## src/rtl/cv32e40p_fetch_addr_sequencer.sv

```systemverilog
// Fetch address sequencer: turns PC redirects into sequential word fetches on an
// OBI-style instruction bus and buffers returned words, dropping superseded responses.
module cv32e40p_fetch_addr_sequencer #(
    parameter int DEPTH = 2
) (
    input  logic        clk,
    input  logic        rst,
    input  logic        pc_set_i,
    input  logic [31:0] branch_addr_i,
    output logic        instr_req_o,
    output logic [31:0] instr_addr_o,
    input  logic        instr_gnt_i,
    input  logic        instr_rvalid_i,
    input  logic [31:0] instr_rdata_i,
    output logic        fetch_valid_o,
    output logic [31:0] fetch_rdata_o,
    output logic [31:0] fetch_addr_o,
    input  logic        fetch_ready_i,
    output logic        busy_o
);
    localparam int CW = $clog2(DEPTH + 1);
    localparam int PW = (DEPTH > 1) ? $clog2(DEPTH) : 1;

    typedef enum logic [1:0] {IDLE, RUN, HOLD} state_e;

    state_e        state_q, state_d;
    logic [31:0]   next_addr_q, next_addr_d;
    logic [31:0]   pending_addr_q, pending_addr_d;
    logic [CW-1:0] outstanding_q, outstanding_d;
    logic [CW-1:0] discard_q, discard_d;
    logic [CW-1:0] count_q, count_d;
    logic [PW-1:0] wr_ptr_q, wr_ptr_d, rd_ptr_q, rd_ptr_d;
    logic [PW-1:0] fl_wr_ptr_q, fl_wr_ptr_d, fl_rd_ptr_q, fl_rd_ptr_d;

    logic [31:0]   fifo_addr_q [DEPTH];
    logic [31:0]   fifo_data_q [DEPTH];
    logic [31:0]   fl_addr_q   [DEPTH];

    logic [31:0]   target;
    logic [CW:0]   credit_used;
    logic          grant, rsp, drop, redirect, push, pop;

    function automatic logic [PW-1:0] ptr_inc(input logic [PW-1:0] p);
        return (p == PW'(DEPTH - 1)) ? '0 : p + 1'b1;
    endfunction

    assign target      = branch_addr_i & 32'hFFFF_FFFC;
    assign credit_used = (CW+1)'(outstanding_q) + (CW+1)'(count_q);

    always_comb begin
        instr_req_o = 1'b0;
        case (state_q)
            RUN:     instr_req_o = (credit_used < (CW+1)'(DEPTH));
            HOLD:    instr_req_o = 1'b1;
            default: instr_req_o = 1'b0;
        endcase
    end

    assign instr_addr_o  = next_addr_q;
    assign grant         = instr_req_o & instr_gnt_i;
    // A response with nothing outstanding is stray and must not touch any state.
    assign rsp           = instr_rvalid_i & (outstanding_q != '0);
    assign drop          = rsp & (discard_q != '0);
    assign redirect      = pc_set_i & (state_q != IDLE);
    assign push          = rsp & ~drop & ~pc_set_i;
    assign fetch_valid_o = (count_q != '0);
    assign pop           = fetch_valid_o & fetch_ready_i & ~pc_set_i;
    assign fetch_rdata_o = fetch_valid_o ? fifo_data_q[rd_ptr_q] : '0;
    assign fetch_addr_o  = fetch_valid_o ? fifo_addr_q[rd_ptr_q] : '0;
    assign busy_o        = (outstanding_q != '0) | fetch_valid_o | (state_q != IDLE);

    always_comb begin
        state_d        = state_q;
        next_addr_d    = next_addr_q;
        pending_addr_d = pending_addr_q;
        outstanding_d  = outstanding_q + CW'(grant) - CW'(rsp);
        discard_d      = discard_q - CW'(drop);
        case (state_q)
            IDLE: begin
                if (pc_set_i) begin
                    state_d     = RUN;
                    next_addr_d = target;
                end
            end
            RUN: begin
                if (grant) next_addr_d = next_addr_q + 32'd4;
            end
            HOLD: begin
                // The held request belongs to the old stream, so its response is dropped.
                if (grant) begin
                    discard_d   = discard_d + CW'(1);
                    next_addr_d = pending_addr_q;
                    state_d     = RUN;
                end
            end
            default: state_d = IDLE;
        endcase
        if (redirect) begin
            discard_d = outstanding_d;
            if (instr_req_o && !instr_gnt_i) begin
                state_d        = HOLD;
                pending_addr_d = target;
            end else begin
                state_d     = RUN;
                next_addr_d = target;
            end
        end
    end

    always_comb begin
        count_d     = count_q + CW'(push) - CW'(pop);
        wr_ptr_d    = push ? ptr_inc(wr_ptr_q) : wr_ptr_q;
        rd_ptr_d    = pop ? ptr_inc(rd_ptr_q) : rd_ptr_q;
        fl_wr_ptr_d = grant ? ptr_inc(fl_wr_ptr_q) : fl_wr_ptr_q;
        fl_rd_ptr_d = rsp ? ptr_inc(fl_rd_ptr_q) : fl_rd_ptr_q;
        if (pc_set_i) begin
            count_d  = '0;
            wr_ptr_d = '0;
            rd_ptr_d = '0;
        end
    end

    always_ff @(posedge clk) begin
        if (rst) begin
            state_q        <= IDLE;
            next_addr_q    <= '0;
            pending_addr_q <= '0;
            outstanding_q  <= '0;
            discard_q      <= '0;
            count_q        <= '0;
            wr_ptr_q       <= '0;
            rd_ptr_q       <= '0;
            fl_wr_ptr_q    <= '0;
            fl_rd_ptr_q    <= '0;
        end else begin
            state_q        <= state_d;
            next_addr_q    <= next_addr_d;
            pending_addr_q <= pending_addr_d;
            outstanding_q  <= outstanding_d;
            discard_q      <= discard_d;
            count_q        <= count_d;
            wr_ptr_q       <= wr_ptr_d;
            rd_ptr_q       <= rd_ptr_d;
            fl_wr_ptr_q    <= fl_wr_ptr_d;
            fl_rd_ptr_q    <= fl_rd_ptr_d;
        end
    end

    // Storage arrays carry no reset; validity is tracked by the counters above.
    always_ff @(posedge clk) begin
        if (push) begin
            fifo_addr_q[wr_ptr_q] <= fl_addr_q[fl_rd_ptr_q];
            fifo_data_q[wr_ptr_q] <= instr_rdata_i;
        end
        if (grant) fl_addr_q[fl_wr_ptr_q] <= instr_addr_o;
    end

    // Late responses while idle are leftovers of transactions abandoned by reset.
    always_ff @(posedge clk) begin
        if (!rst) begin
            assert (!(push && (count_q == CW'(DEPTH))))
                else $error("response buffer overflow");
            assert (!(instr_rvalid_i && (outstanding_q == '0) && (state_q != IDLE)))
                else $error("rvalid with no outstanding transaction");
        end
    end
endmodule

```

## config.mk

```make
export PLATFORM = sky130hd
export DESIGN_NAME = cv32e40p_fetch_addr_sequencer
export DESIGN_NICKNAME = d
export VERILOG_FILES = /design/src/rtl/cv32e40p_fetch_addr_sequencer.sv
export SDC_FILE = /design/constraint.sdc
export NUM_CORES = 1
export LEC_CHECK = 0
export BUFFER_PORTS_ARGS = -buffer_cell sky130_fd_sc_hd__buf_2
export CAP_MARGIN = 30
export CORE_ASPECT_RATIO = 0.8
export CORE_MARGIN = 2
export CORE_UTILIZATION = 35
export CTS_BUF_LIST = sky130_fd_sc_hd__clkbuf_4 sky130_fd_sc_hd__clkbuf_8
export DETAILED_ROUTE_END_ITERATION = 8
export GPL_ROUTABILITY_DRIVEN = 0
export PLACE_DENSITY = 0.64
export SLEW_MARGIN = 30
export SYNTH_ARGS = -nofsm -noshare
export SYNTH_HDL_FRONTEND = slang
export SYNTH_SLANG_ARGS = --single-unit
export TNS_END_PERCENT = 20
```

## constraint.sdc

```tcl
create_clock -name clk -period 5.7 [get_ports clk]
set_input_delay 1.14 -clock clk [delete_from_list [all_inputs] [get_ports clk]]
set_output_delay 1.14 -clock clk [all_outputs]
set_load 0.03 [all_outputs]
```

==> metrics.md, run 1 <==
| Metric | Value |
|---|---|
| Status | `complete, no violations` |
| Post-synth top area cell | `edfxtp_1` |
| Layout area overhead | `18.1%` |
| EDFF count, synth | `192` |
| Clock-pin transition on the worst setup and hold timing paths | `approximately 0.060 ns` |
| CP Data Required Time | `4.56 ns` |
| Post-synthesis sequential area ratio | `61.9%` |
| Max-Cap Viols | `0` |
| Setup TNS | `0 ns` |
| DRT Pass-1 Iters | `5` |
| Clk_skew | `0.0248 ns` |
| Crit path capture type | `output pin` |
| PD cells | `approximately 340 nW/µm²` |
| Slew Limit Fails | `0` |
| Worst-Skew Late Latency | `~0.57 ns` |
| Primary flip-flop cell chosen by synthesis mapping | `edfxtp_1` |
| Global-route wire length before repair | `roughly 47000 µm` |
| Fraction of registers with async set/reset | `0%` |
| Largest net degree at the start of global routing | `65` |
| Avg Inst Size Synth | `~12 µm²` |
| Final Hold Fails | `0` |
| Max-slew headroom | `~38%` |
| Top post-synthesis cells by area | `edfxtp_1, dfxtp_1, mux2i_1` |
| Initial drt markers | `approximately 830` |
| Width of the die | `about 210 µm` |
| Max Root-Sink Buffers | `3` |
| CP max-delay cell | `dfxtp_4` |
| Worst vdd ir | `between 0.0001 and 0.00015 V` |
| HP Class | `flip-flop to flip-flop` |
| CTS tree | `built` |
| Critical Path AT | `between 2 and 2.5 ns` |
| Wire per inst | `19.5 µm` |
| Final setup violation count | `0` |
| Post_cts resized | `0` |
| Maximum clock rate | `~280 MHz` |
| Cells after synthesis | `990` |
| Reg2reg start | `count_q[1]` |
| Worst-Margin Slew | `~0.92 ns` |
| Critical path peak fanout | `40` |
| Critical path class | `flip-flop to output pin` |
| Synth cell types | `70` |
| H-tree levels | `2` |
| Post-route DRC | `0` |
| Mapped Area | `roughly 12000 µm²` |
| Hold Startpoint | `pending_addr_q[22]` |
| Row count | `60` |
| Vias | `between 8000 and 9000` |
| Initial Util | `between 30% and 40%` |
| Number of I/O pins | `around 170` |
| Initial antenna violation count | `0` |
| Synthesized flop and latch total | `268` |
| Detailed Route WL | `about 32000 µm` |
| Post-Syn Nets | `~1100` |
| Die Ht | `~170 µm` |
| Layout cells sized above 1 | `between 20 and 30%` |
| Leakage power | `4.96 nW` |
| Crit path largest cell delay | `between 0.8 and 0.9 ns` |
| Die area | `approximately 35000 µm²` |
| CTS buffer count | `45` |
| Vias/cell | `5.34` |
| Antenna Cells | `0` |
| Startpoint types | `flip-flop` |
| Clock sinks | `268` |
| Post-CTS Setup Bufs | `0` |
| Hold slack | `approximately 0.45 ns` |
| GRT Total Usage | `between 10% and 20%` |
| CTS hold repair buffers | `0` |
| RSZ-0062 raised after global routing | `no` |
| Synth top area share | `between 40% and 50%` |
| Core area | `approximately 33000 µm²` |
| Fin crit period | `between 3 and 4 ns` |
| Final nets | `approximately 1200` |
| Total congestion overflow | `0` |
| Remaining antenna violation count | `0` |
| Post-detail-place hpwl | `roughly 20000 µm` |
| Period utilisation layout | `a little under two thirds` |
| Ys Warns | `0` |
| CP Cell Sequence | `buf_4 -> mux2i_1 -> nor2_1 -> buf_2` |
| Port Buf Inserts | `166` |
| Number of global-route vias before repair | `~8100` |
| CTS root buf | `clkbuf_8` |
layout by cell type (no fill, tap or decap), types with 7 or more instances in the layout:
master	netlist	final
a31oi_1	11	11
ha_1	10	9
nor4_1	14	14
edfxtp_1	192	192
inv_1	16	16
a22oi_1	17	17
buf_2	2	166
a21oi_1	44	44
o21ai_0	36	35
mux2_2	39	39
nand2_1	96	96
nand3_1	22	22
a222oi_1	7	7
nor2_1	122	118
mux2i_1	69	69
a211oi_1	7	7
buf_4	1	14
nor3_1	15	14
dfxtp_1	76	75
clkbuf_8	3	45
and3_1	9	8
xnor2_1	11	11
clkbuf_4	0	20
nand4_1	15	15
worst max-delay path: cells and delay by family (launching register included):
| family | cells | cell delay (ns) |
|---|---|---|
| buffers and inverters | 2 | 0.71 |
| DFF | 1 | 0.84 |
| muxes | 1 | 0.27 |
| and+or+nand+nor | 1 | 0.06 |
per-layer routing:
layer | share of wire, % | up-vias | global-route usage (%)
li1 | - | 4036 | -
met1 | 45 | 4150 | 24.5
met2 | 44 | 413 | 26.9
met3 | 8.9 | 56 | 4.48
met4 | 1.6 | 0 | 4.22
met5 | 0 | - | 0
worst paths after layout:
| path | slack (ns) | cells after the start | to |
|---|---|---|---|
| max | 2.07 | 4 | fetch_rdata_o[12] |
| min | 0.45 | 2 | pending_addr_q[22] |
| min reg2reg | 0.45 | 2 | pending_addr_q[22] |
| max reg2reg | 2.25 | 14 | discard_q[1] |
flip-flops by register name, indices dropped and copies added, names as in the netlist, named ones only:
signal / flops
fifo_addr_q: 64
fifo_data_q: 64
fl_addr_q: 64
instr_addr_o: 32
pending_addr_q: 30
count_q: 2
discard_q: 2
outstanding_q: 2
state_q: 2
fl_rd_ptr_q: 1
fl_wr_ptr_q: 1
rd_ptr_q: 1
wr_ptr_q: 1
through the flow:
stage	worst slack [ns]	std cells	util [%]	power, mW	area (µm²)
after floorplan	0.555	990	-	2.78	11800
after global placement	2.19	1541	38.9	2.99	13000
after detailed placement	2.17	1541	38.9	3.01	13000
after CTS	2.02	1622	41.6	4.78	13900
after global routing	1.92	1622	41.7	4.92	13900
final	2.07	1622	41.7	4.72	13900
cells in the mapped netlist (3+ instances only):
cell / count
nor4_1: 14
a222oi_1: 7
nor4b_1: 3
nand2_1: 96
o211ai_1: 3
buf_1: 8
a22o_1: 6
clkbuf_1: 46
or2_2: 5
clkbuf_8: 3
edfxtp_1: 192
a311oi_1: 6
and2_1: 6
and3_1: 9
or4_1: 5
a31oi_1: 11
mux2_2: 39
a21oi_1: 44
mux2i_1: 69
o211a_1: 3
a221oi_1: 3
a22oi_1: 17
o22ai_1: 4
nor3_1: 15
inv_1: 16
a31o_2: 3
nand4_1: 15
a211oi_1: 7
nor2_1: 122
nor2b_1: 3
and4_1: 3
o21a_1: 4
o21ai_0: 36
dfxtp_1: 76
nand3_1: 22
xnor2_1: 11
ha_1: 10
nand2b_1: 4
area by class of cell:
class | count | area (µm²)
Multi-Input combinational cell | 641 | 4150
Clock inverter | 16 | 150
Fill cell | 3184 | 19500
Inverter | 17 | 63.8
Timing Repair Buffer | 181 | 947
Sequential cell | 268 | 7290
Tap cell | 434 | 543
Clock buffer | 65 | 769
cells by family after synthesis:
group	count (synthesis)	share of synthesized area (%)
and+or+nand+nor	330	12.9
muxes	108	9.59
DFF	268	61.9
adders and majority gates	11	1.23
buffers and inverters	81	3.27
AOI/OAI and AO/OA	179	10.2
xor gates and xnor gates	13	0.966
power breakdown:
group | switching [mW] | leakage [nW] | internal, mW | total [mW]
Combinational | 0.422 | 2.11 | 0.234 | 0.656
Clock | 0.778 | 0.485 | 0.969 | 1.75
Sequential | 0.109 | 2.37 | 2.21 | 2.32
Total | 1.31 | 4.96 | 3.41 | 4.72
No activity file was read; power rests on OpenSTA's default activity.
==> inputs of run 2 (changes only) <==
--- a/config.mk
+++ b/config.mk
@@ -5,6 +5,7 @@
 export SDC_FILE = /design/constraint.sdc
 export NUM_CORES = 1
 export LEC_CHECK = 0
+export ABC_AREA = 1
 export BUFFER_PORTS_ARGS = -buffer_cell sky130_fd_sc_hd__buf_2
 export CAP_MARGIN = 30
 export CORE_ASPECT_RATIO = 0.8
@@ -13,7 +14,7 @@
 export CTS_BUF_LIST = sky130_fd_sc_hd__clkbuf_4 sky130_fd_sc_hd__clkbuf_8
 export DETAILED_ROUTE_END_ITERATION = 8
 export GPL_ROUTABILITY_DRIVEN = 0
-export PLACE_DENSITY = 0.64
+export PLACE_DENSITY = 0.66
 export SLEW_MARGIN = 30
 export SYNTH_ARGS = -nofsm -noshare
 export SYNTH_HDL_FRONTEND = slang
==> constraint.sdc (replaced) <==
create_clock -name clk -period 3.2 [get_ports clk]
set_input_delay 0.64 -clock clk [delete_from_list [all_inputs] [get_ports clk]]
set_output_delay 0.64 -clock clk [all_outputs]
set_load 0.03 [all_outputs]
==> run 2 against run 1 <==
- count of clock-buffer cells in the layout shrank 7
- via count grew 7.9%
- clock skew up 0.019 ns
- sequential power is 80% higher
- sequential cell count is the same
- routed wire length is 0.42% lower
- first-iteration DRC count decreased by 7.4%
- critical path type unchanged
- largest cell class unchanged
==> metrics.md, run 2 <==
| Metric | Value |
|---|---|
| CP Data Required Time | `2.56 ns (-2.00 ns)` |
| Top post-synthesis cells by area | `edfxtp_1, dfxtp_1, nand2_1` |
| Maximum clock rate | `roughly 350 MHz` |
| Worst-Skew Late Latency | `0.57 ns (about the same)` |
| Critical Path AT | `2.19 ns (-0.30 ns)` |
| HP Class | `primary input to flip-flop` |
| Port Buf Inserts | `166 (unchanged)` |
| Critical path peak fanout | `64 (+60%)` |
| R2R cell count | `13 (-1)` |
| Avg Inst Size Synth | `9.59 µm² (-19%)` |
| Placed Instance Area | `13200 µm² (+1.9%)` |
| Clock sinks | `268 (unchanged)` |
| Reg2reg end | `discard_q[1]` |
| Post-synthesis sequential area ratio | `61.3% (-0.52 points)` |
| Global-route wire length before repair | `48600 µm (+2.3%)` |
| Biggest regs | `fifo_addr_q x64, fifo_data_q x64, fl_addr_q x64` |
| Primary flip-flop cell chosen by synthesis mapping | `edfxtp_1` |
| Initial drt markers | `768 (-7.4%)` |
| Post_cts resized | `0 (unchanged)` |
| Most common cell in the synthesized netlist | `nand2_1` |
| Die area | `35400 µm² (+0.83%)` |
| Synth top area share | `48.5% (-0.41 points)` |
| CTS buffer count | `44 (-2.2%)` |
| GRT Total Usage | `17.5% (+0.15 points)` |
| Largest net degree at the start of global routing | `65 (unchanged)` |
| Post-detail-place hpwl | `20600 µm (+3.0%)` |
| Slew Limit Fails | `0 (unchanged)` |
| H-tree levels | `2 (unchanged)` |
| Crit path capture type | `output pin` |
| Max-Cap Viols | `0 (unchanged)` |
| Worst vdd ir | `0.000254 V (+71%)` |
| Initial Util | `35.4% (+0.14 points)` |
| Layout cells sized above 1 | `22.1% (-5.0 points)` |
| Post-layout util | `41.9% (+0.26 points)` |
| Clk_skew | `0.0433 ns (+0.0186 ns)` |
| Setup TNS | `0 ns (unchanged)` |
| Number of I/O pins | `169 (unchanged)` |
| Post-route DRC | `0 (unchanged)` |
| Fin crit period | `2.83 ns` |
| Setup ws final | `0.366 ns (-1.70 ns)` |
| Fillers | `3270 (+2.7%)` |
| Final nets | `1496 (+21%)` |
| Row count | `60 (unchanged)` |
| Commonest cells after routing, fill and taps aside | `nand2_1, edfxtp_1, buf_2, a21oi_1, nor2_1` |
| Post-Syn Nets | `1320 (+23%)` |
| Critical path class | `flip-flop to output pin` |
| Synth cell types | `38 (-46%)` |
| Worst-Margin Slew | `0.867 ns (-0.0574 ns)` |
| Period utilisation layout | `approximately nine tenths` |
| Post-CTS Setup Bufs | `0 (unchanged)` |
| Synthesized flop and latch total | `268 (unchanged)` |
| Reg2reg start | `outstanding_q[1]` |
| CTS hold repair buffers | `0 (unchanged)` |
| Fraction of registers with async set/reset | `0% (unchanged)` |
| Final setup violation count | `0 (unchanged)` |
| CTS tree | `built` |
| Width of the die | `210 µm (+0.42%)` |
| Number of global-route vias before repair | `8862 (+9.5%)` |
| Mapped Area | `11900 µm² (+0.85%)` |
| Setup WS pre-CTS | `0.543 ns (-1.63 ns)` |
| Clock-pin transition on the worst setup and hold timing paths | `0.06 ns (about the same)` |
| DRT Pass-1 Iters | `5 (unchanged)` |
| Initial antenna violation count | `1 (+1)` |
| Remaining antenna violation count | `0 (unchanged)` |
| Worst Setup EP | `fetch_addr_o[31]` |
| Ys Warns | `0 (unchanged)` |
| Detailed Route WL | `31400 µm (-0.42%)` |
| Commonest non-fill, non-tap cell in the layout | `nand2_1` |
| Leakage power | `5.59 nW (+13%)` |
| Finished Cell Area | `14100 µm² (+1.1%)` |
| Total congestion overflow | `0 (unchanged)` |
| Synth top cells by count | `nand2_1, edfxtp_1, a21oi_1` |
| PD cells | `592 nW/µm² (+75%)` |
| Max Root-Sink Buffers | `3 (unchanged)` |
| Final Hold Fails | `0 (unchanged)` |
| Max-slew headroom | `42.1% (+4.2 points)` |
| EDFF count, synth | `192 (unchanged)` |
| Status | `complete, no violations` |
| CTS root buf | `clkbuf_8` |
| Reg2Reg Setup Slack | `0.54 ns (-1.71 ns)` |
| Startpoint types | `flip-flop` |
| Cells after synthesis | `1239 (+25%)` |
| Vias/cell | `4.97 (-6.9%)` |
| Post-synth top area cell | `edfxtp_1` |
| Core area | `33600 µm² (+0.45%)` |
| RSZ-0062 raised after global routing | `no` |
| Vias | `9338 (+7.9%)` |
| Layout area overhead | `18.4%` |
| Antenna Cells | `0 (unchanged)` |
| Die Ht | `169 µm (+0.41%)` |
| Wire per inst | `16.7 µm (-14%)` |
-- run 2: cell types whose count changed after synthesis, sizes merged, moves of 23 or more --
| cell | before | now |
|---|---|---|
| mux2i | 69 | 0 |
| a21oi | 44 | 143 |
| inv | 16 | 94 |
| nand2 | 96 | 330 |
| o21ai | 36 | 105 |
| nand3 | 23 | 46 |
-- run 2: routing by layer --
layer | global-route usage, % | share of wire (%) | vias to the layer above
met5 | 0 | 0.041 | -
met4 | 5.33 | 2.1 | 2
met3 | 4.47 | 8.1 | 52
met2 | 26.8 | 43 | 347
met1 | 24.6 | 47 | 4396
li1 | - | - | 4541
-- run 2: final cells by class --
type | count | area, µm² | area share, %
flip-flops and latches | 268 | 7290 | 51.8
multi-input cells | 819 | 4020 | 28.6
repair buffers | 188 | 1030 | 7.35
clock buffers | 58 | 717 | 5.10
well taps | 434 | 543 | 3.86
inverters | 94 | 353 | 2.51
clock inverters | 18 | 111 | 0.792
-- run 2: critical path, stage by stage (launching register included) --
cell	delay, ns
dfxtp_2	0.33
buf_4	0.58
nand2_1	0.11
a21oi_1	0.31
buf_2	0.26
-- run 2: worst min-delay path by stage --
stage	from	endpoint	depth (start not counted)
final	instr_rdata_i[18]	fifo_data_q[1][18]	1
after global routing	instr_rdata_i[18]	fifo_data_q[0][18]	1
after CTS	instr_rdata_i[16]	fifo_data_q[0][16]	1
after detailed placement	pending_addr_q[13]	pending_addr_q[13]	2
after global placement	pending_addr_q[20]	pending_addr_q[20]	2
after floorplan	pending_addr_q[3]	pending_addr_q[3]	2
-- run 2: report_power, final --
part / leakage [nW] / total [mW] / internal (mW) / switching, mW
Clock: 0.440 / 2.86 / 1.54 / 1.32
Sequential: 2.37 / 4.17 / 3.96 / 0.205
Combinational: 2.78 / 1.31 / 0.420 / 0.895
-- run 2: cells by family (layout without fill, tap and decap cells) --
family | Yosys count | in the layout | share of synthesized area (%)
AO/OA/AOI/OAI | 259 | 259 | 11.1
XOR/XNOR | 11 | 11 | 0.811
adder cells (fa/ha/maj) | 11 | 11 | 1.22
buffers and inverters | 152 | 358 | 5.04
flip-flops | 268 | 268 | 61.3
multiplexers | 32 | 32 | 3.03
AND/OR/NAND/NOR | 506 | 506 | 17.4
-- run 2: through the flow --
stage,hold WS (ns),total power [mW],cells
final,0.277,8.34,1879
after global routing,0.232,8.76,1879
after CTS,0.217,8.42,1879
after detailed placement,0.439,5.54,1803
after global placement,0.434,5.51,1803
after floorplan,0.425,5.07,1239
